$ cat config.mk
export PLATFORM = sky130hd
export DESIGN_NAME = com_cmd
export DESIGN_NICKNAME = d
export VERILOG_FILES = /design/src/rtl/com_cmd.sv
export SDC_FILE = /design/constraint.sdc
export NUM_CORES = 1
export LEC_CHECK = 0
export ABC_CLOCK_PERIOD_IN_PS = 5400
export CAP_MARGIN = 20
export CORE_AREA = 2 2 66 130
export CTS_CLUSTER_DIAMETER = 40
export DETAILED_ROUTE_END_ITERATION = 8
export DIE_AREA = 0 0 68 132
export GPL_TIMING_DRIVEN = 0
export HOLD_SLACK_MARGIN = 0.08
export PLACE_DENSITY_LB_ADDON = 0.12
export SLEW_MARGIN = 25
export SYNTH_ARGS = -nofsm -noshare
export SYNTH_HDL_FRONTEND = slang
export SYNTH_SLANG_ARGS = --single-unit
$ cat constraint.sdc
create_clock -name clk -period 5.4 [get_ports clk]
set_input_delay 0.54 -clock clk [delete_from_list [all_inputs] [get_ports clk]]
set_output_delay 0.54 -clock clk [all_outputs]
set_load 0.01 [all_outputs]
$ cat src/rtl/com_cmd.sv
// Command sink for the com receive path: validates and decodes one 32-bit
// command word per packet, updates acquisition config, then requests an ACK/NAK reply.
module com_cmd #(
  parameter logic [3:0]  BTYPE_CMD  = 4'h1,
  parameter logic [3:0]  BTYPE_ACK  = 4'h2,
  parameter logic [3:0]  BTYPE_NAK  = 4'h3,
  parameter logic [11:0] REPLY_DLEN = 12'd4,
  parameter logic [11:0] REPLY_ADDR = 12'h000,
  parameter logic [7:0]  RATE_DEF   = 8'd10,
  parameter logic [15:0] MASK_DEF   = 16'hFFFF
) (
  input  logic        clk,
  input  logic        rst,
  input  logic        fs_read,
  input  logic [3:0]  read_btype,
  input  logic [31:0] cache_cmd,
  output logic        fd_read,
  output logic        fs_send,
  output logic [3:0]  send_btype,
  output logic [11:0] send_dlen,
  output logic [11:0] ram_addr_init,
  input  logic        fd_send,
  output logic [7:0]  adc_rate,
  output logic [15:0] chan_mask,
  output logic        run,
  output logic [7:0]  err_cnt
);

  typedef enum logic [2:0] {
    IDLE, LATCH, CHECK, APPLY, ACK, REPLY, RDONE
  } state_t;

  state_t      state;
  logic [31:0] cmd_q;
  logic [3:0]  btype_q;
  logic        ok_q;

  logic        is_cmd;
  logic [3:0]  opcode;
  logic [15:0] data;
  logic [7:0]  csum;

  assign is_cmd = (btype_q == BTYPE_CMD);
  assign opcode = cmd_q[27:24];
  assign data   = cmd_q[23:8];
  assign csum   = cmd_q[31:24] ^ cmd_q[23:16] ^ cmd_q[15:8];

  always_ff @(posedge clk) begin
    if (rst) begin
      state         <= IDLE;
      cmd_q         <= '0;
      btype_q       <= '0;
      ok_q          <= 1'b0;
      fd_read       <= 1'b0;
      fs_send       <= 1'b0;
      send_btype    <= '0;
      send_dlen     <= '0;
      ram_addr_init <= '0;
      adc_rate      <= RATE_DEF;
      chan_mask     <= MASK_DEF;
      run           <= 1'b0;
      err_cnt       <= '0;
    end else begin
      case (state)
        IDLE: begin
          if (fs_read) state <= LATCH;
        end
        LATCH: begin
          cmd_q   <= cache_cmd;
          btype_q <= read_btype;
          state   <= CHECK;
        end
        CHECK: begin
          ok_q  <= is_cmd && (cmd_q[31:28] == 4'hA) && (cmd_q[7:0] == csum)
                   && (opcode <= 4'd5);
          state <= APPLY;
        end
        APPLY: begin
          if (ok_q) begin
            case (opcode)
              4'd1: adc_rate  <= data[7:0];
              4'd2: chan_mask <= data;
              4'd3: run       <= 1'b1;
              4'd4: run       <= 1'b0;
              4'd5: begin
                adc_rate  <= RATE_DEF;
                chan_mask <= MASK_DEF;
                run       <= 1'b0;
              end
              default: ;
            endcase
          end else if (is_cmd && (err_cnt != 8'hFF)) begin
            err_cnt <= err_cnt + 8'd1;
          end
          fd_read <= 1'b1;
          state   <= ACK;
        end
        ACK: begin
          // Reply fields are loaded with fs_send so they stay stable through REPLY/RDONE.
          if (!fs_read) begin
            fd_read <= 1'b0;
            if (is_cmd) begin
              fs_send       <= 1'b1;
              send_btype    <= ok_q ? BTYPE_ACK : BTYPE_NAK;
              send_dlen     <= REPLY_DLEN;
              ram_addr_init <= REPLY_ADDR;
              state         <= REPLY;
            end else begin
              state <= IDLE;
            end
          end
        end
        REPLY: begin
          if (fd_send) begin
            fs_send <= 1'b0;
            state   <= RDONE;
          end
        end
        RDONE: begin
          if (!fd_send) state <= IDLE;
        end
        default: state <= IDLE;
      endcase
    end
  end

endmodule

# [Yosys cells after proc, flatten, opt, wreduce, memory -nomap -nowiden]
# Index checks and enable logic that the tools add are counted.
[word_totals] reg_bits=80 input_bits=40 out_inout_bits=63
[classes] add_sub_neg=1 order_cmp=1 eq_ne=20 muxes=16 n_bitwise=4 n_reduce_logical=19
[ops] cell="$pmux W16 S2" count=1
[ops] cell="$pmux W3 S7" count=1
[ops] cell="$pmux W8 S2" count=1
[ops] cell="$xor A8 B8 Y8" count=2
[ops] cell="$mux W3" count=5
[ops] cell="$reduce_and A3 Y1" count=5
[ops] cell="$ne A2 B2 Y1 const B" count=5
[ops] cell="$reduce_bool A2 Y1" count=5
[ops] cell="$eq A3 B3 Y1 const B" count=3
[ops] cell="$add A8 B1 Y8 const B" count=1
[ops] cell="$eq A4 B1 Y1 const B" count=2
[ops] cell="$eq A4 B2 Y1 const B" count=2
[ops] cell="$eq A4 B3 Y1 const B" count=2
[ops] cell="$eq A8 B8 Y1" count=1
[ops] cell="$ne A8 B8 Y1 const B" count=1
[ops] cell="$reduce_and A4 Y1" count=2
[ops] cell="$eq A3 B2 Y1 const B" count=2
[ops] cell="$pmux W1 S2" count=3
[ops] cell="$mux W1" count=5
[ops] cell="$eq A4 B4 Y1 const B" count=1
[ops] cell="$le A4 B3 Y1 const B" count=1
[ops] cell="$logic_and A1 B1 Y1" count=4
[ops] cell="$eq A3 B1 Y1 const B" count=1
[ops] cell="$logic_not A3 Y1" count=1
[ops] cell="3 further kinds" count=4

# [Longest topological paths before layout]
[logic_depth] ltp_word=5 mapped_depth=7 ltp_nobuf=5

# [Least setup slack after synthesis]
# Ideal clock, no wire load.
[synth_path] path_kind="reg2reg" from="register btype_q[1]" to="register err_cnt[5]" setup_time_ns=0.121 t_arrival_ns=2.096 required_time_ns=5.279 setup_slack_ns=3.184 path_stages_with_launch=6 cell_sequence="dfxtp_1 or4b_4 or4b_4 buf_6 nor4_1 mux2_2"
[synth_via] elab_chain_cells=3
[synth_rtl] element="start: declaration" line="35" text="logic [3:0] btype_q;"
[synth_rtl] element="start signal: assignment" line="70" text="btype_q <= read_btype;"
[synth_rtl] element="$eq A4 B1 Y1" line="43" text="assign is_cmd = (btype_q == BTYPE_CMD);"
[synth_rtl] element="$logic_and A1 B1 Y1" line="92" text="end else if (is_cmd && (err_cnt != 8'hFF)) begin"
[synth_rtl] element="$reduce_and A3 Y1 (no source line)"
[synth_rtl] element="end signal: assignment" line="93" text="err_cnt <= err_cnt + 8'd1;"
[synth_rtl] element="end: declaration" line="26" text="output logic [7:0] err_cnt"
# Every way passes these cells.
# A chain may end at the register's enable or synchronous reset.

# [Worst setup path in the final report]
# Same ends and word-level chain as after synthesis.

==> impl_metrics.toml <==
[worst_setup_path]
r2r.worst_path.cells = 5
required_ns = 5.62
worstSetupEndpointType = "flop"
critPathLaunchType = "flop"
path_class = "reg -> reg"
arrival_ns = 2.58
worst-path-max-fanout = 10

[grt]
global_route_usage_over_all_layers = 0.2074
globalRoute.totalOverflow = 0
grt_start_max_net_pins = 12
number_of_global_route_vias_before_repair = 2889
antenna_found_initial = 0
grt_first_pass_wirelength_um = 14030

[sta]
slew_headroom = 0.4451
timing.hold.ws_ns = 0.4573
finalSetupTns_ns = 0
layout_min_cycle_time_ns = 2.367
maxClockFrequency_ghz = 0.4226
timing.clock.skew_ns = 0.002729
final.period_utilization = 0.4383
slew_viol_final = 0
timing.final.setup_violations = 0
hold_viol_final = 0
rsz0062_at_grt = "false"
tightestPinTransition_ns = 0.8260

[clocking]
clock_tree_root_buffer_cell = "sky130_fd_sc_hd__clkbuf_16"
clkLatencyLatePin_ns = 0.33
cts_setup_buffers = 0
cts_sinks = 77
cts_hold_buffers = 0
tritoncts = "done"
tritoncts.num_buffers = 9
clk_path_buf_depth = 2
worst_setup_hold_path_clk_slew_ns = 0.05
cts-htree-levels = 3
cts.repair.resized = 0

[detailed_routing]
antenna_violating_nets_post_route = 0
via_density_per_instance = 4.892
dr.pass1.iters = 4
routed-via-count = 3136
totalWireLength_um = 8763
remaining_drc_errors = 0
wl_per_cell_um = 13.67
detailedRoute.firstIterationViolations = 120

[floorplan]
number_of_core_rows = 46
die_y_um = 132
die_area_um2 = 8976
floorplan.initialDensity = 0.4400
ios = 103
die_w_um = 68
core_area_um2 = 7943

[yosys]
synth-edff-count = 0
asr_flop_ratio_synth = 0
yosys_warnings = 0
post_synth_instance_area_um2 = 3495
synth-seq-cells = 77
yosys_most_used_dff = "sky130_fd_sc_hd__dfxtp_1"
synth.yosys.seq_area_share = 0.4411
post_synth_num_cell_types = 45
syn-mean-instance-area_um2 = 8.108
synthCells = 431

[power]
sequentialPowerShare = 0.464
leakagePower_uw = 0.001796
p_total_uw = 1316
power.ir.vdd_worst_mv = 0.2114
reported_net_switching_power_uw = 316.4
power-per-cell-area_nw_per_um2 = 278.1
p_sw_frac = 0.2404
internal_power_uw = 999.9
pwr-share-clk = 0.411
comb_power_share = 0.126

[place]
dp.final_hpwl_um = 6998
io_buffers = 76
gpl.final_weighted_congestion = 0.8717
dpl_cell_area_um2 = 4466

[finish]
design_area_um2 = 4732
final_net_count = 583
area_growth_syn_to_layout_pct = 35.41
drive_above_1_share = 0.08257
antenna_cells = 0
n_fill_cell = 754

[min_path]
hp-class = "reg -> reg"
worst_hold_path.num_cells = 2

[outcome]
run_status = "complete, no violations"

[run]
max_cap_viols = 0
state kept, by name, summed over array words and instances, names as in the netlist:
| name | flops |
|---|---|
| adc_rate | 8 |
| btype_q | 4 |
| chan_mask | 16 |
| cmd_q | 32 |
| err_cnt | 8 |
| fd_read | 1 |
| fs_send | 1 |
| ok_q | 1 |
| run | 1 |
| send_btype | 1 |
| send_dlen | 1 |
| state | 3 |
path summary, 6_finish.rpt:
path	start	to	slack, ns
worst max-delay path	btype_q[1]$_SDFFE_PP0N_	err_cnt[5]$_SDFFE_PP0P_	3.03
worst min-delay path	btype_q[0]$_SDFFE_PP0N_	btype_q[0]$_SDFFE_PP0N_	0.46
worst max register to register	btype_q[1]$_SDFFE_PP0N_	err_cnt[5]$_SDFFE_PP0P_	3.03
worst min register to register	btype_q[0]$_SDFFE_PP0N_	btype_q[0]$_SDFFE_PP0N_	0.46
final cells by class:
class	instances	area (um2)	share of cell area
repair buffers	76	760.7	0.1608
clock buffers	12	256.5	0.05420
clock inverters	2	10.01	0.002115
plain buffers	53	304.0	0.06425
multi-input cells	321	1724	0.3644
well taps	96	120.1	0.02538
flip-flops and latches	77	1541	0.3258
inverters	4	15.01	0.003173
cell usage after synthesis (2+ instances only):
cell                       instances  area share
sky130_fd_sc_hd__a21oi_1          53       0.076
sky130_fd_sc_hd__nor2b_1           5      0.0090
sky130_fd_sc_hd__nand3_1           2      0.0029
sky130_fd_sc_hd__o21bai_1         14       0.030
sky130_fd_sc_hd__buf_1             2      0.0021
sky130_fd_sc_hd__nand2_1          88       0.095
sky130_fd_sc_hd__or4b_4            2      0.0079
sky130_fd_sc_hd__nor4b_1           3      0.0075
sky130_fd_sc_hd__nand3b_1          7       0.015
sky130_fd_sc_hd__nor3_1           20       0.029
sky130_fd_sc_hd__a211o_1           4       0.010
sky130_fd_sc_hd__o21ai_0           8       0.011
sky130_fd_sc_hd__nand4_1           5      0.0090
sky130_fd_sc_hd__nor2_1           30       0.032
sky130_fd_sc_hd__xnor2_1          18       0.045
sky130_fd_sc_hd__clkbuf_1         24       0.026
sky130_fd_sc_hd__inv_1             4      0.0043
sky130_fd_sc_hd__buf_4            26       0.056
sky130_fd_sc_hd__o31ai_1           3      0.0064
sky130_fd_sc_hd__xor2_1            6       0.015
sky130_fd_sc_hd__or4_1             3      0.0064
sky130_fd_sc_hd__nor3b_1           4      0.0086
sky130_fd_sc_hd__dfxtp_1          77        0.44
sky130_fd_sc_hd__a211oi_1          2      0.0043
power groups by stage:
stage | registers (uW) | clock network, uW | logic, uW
final | 610 | 541 | 165
after global routing | 612 | 576 | 185
after CTS | 610 | 549 | 167
after detailed placement | 622 | 0 | 166
after global placement | 622 | 0 | 163
after floorplan | 613 | 0 | 114
through the flow:
step                      cells  setup slack, ns  utilization
final                       641            3.033       0.5958
after floorplan             455            3.184            -
after detailed placement    627            3.066       0.5622
after global routing        641            2.825       0.5958
after global placement      627            3.070       0.5622
after CTS                   641            3.037       0.5958
critical path, stage by stage, from the launching register on:
cell	delay, ns
sky130_fd_sc_hd__dfxtp_1	0.31
sky130_fd_sc_hd__or4b_4	0.59
sky130_fd_sc_hd__or4b_4	0.52
sky130_fd_sc_hd__buf_6	0.15
sky130_fd_sc_hd__nor4_1	0.31
sky130_fd_sc_hd__mux2_2	0.37
metal layers:
metal	wire length (um)	GRT usage	vias to the layer above
met5	0	0	-
met4	229	0.09667	0
met3	335	0.02647	15
met2	5010	0.3851	77
met1	3188	0.2156	1416
li1	-	-	1628
kinds of logic after synthesis:
kind of cell    Yosys count  synth area share
xor+xnor                 24           0.06015
fa+ha+maj                 1          0.003580
compound gates           91            0.1547
simple gates            178            0.2420
flops                    77            0.4411
other cells               1          0.001073
buf+inv                  57           0.09130
mux                       2          0.006087
layout by cell type (no fill, tap or decap), drive strengths merged, types with 14 or more instances in the layout:
| cell type | count |
|---|---|
| conb | 25 |
| buf | 29 |
| o21bai | 14 |
| clkdlybuf4s50 | 76 |
| nand2 | 88 |
| dfxtp | 77 |
| clkbuf | 36 |
| a21oi | 53 |
| nor2 | 30 |
| nor3 | 20 |
| xnor2 | 18 |
(Power assumes the default switching activity.)
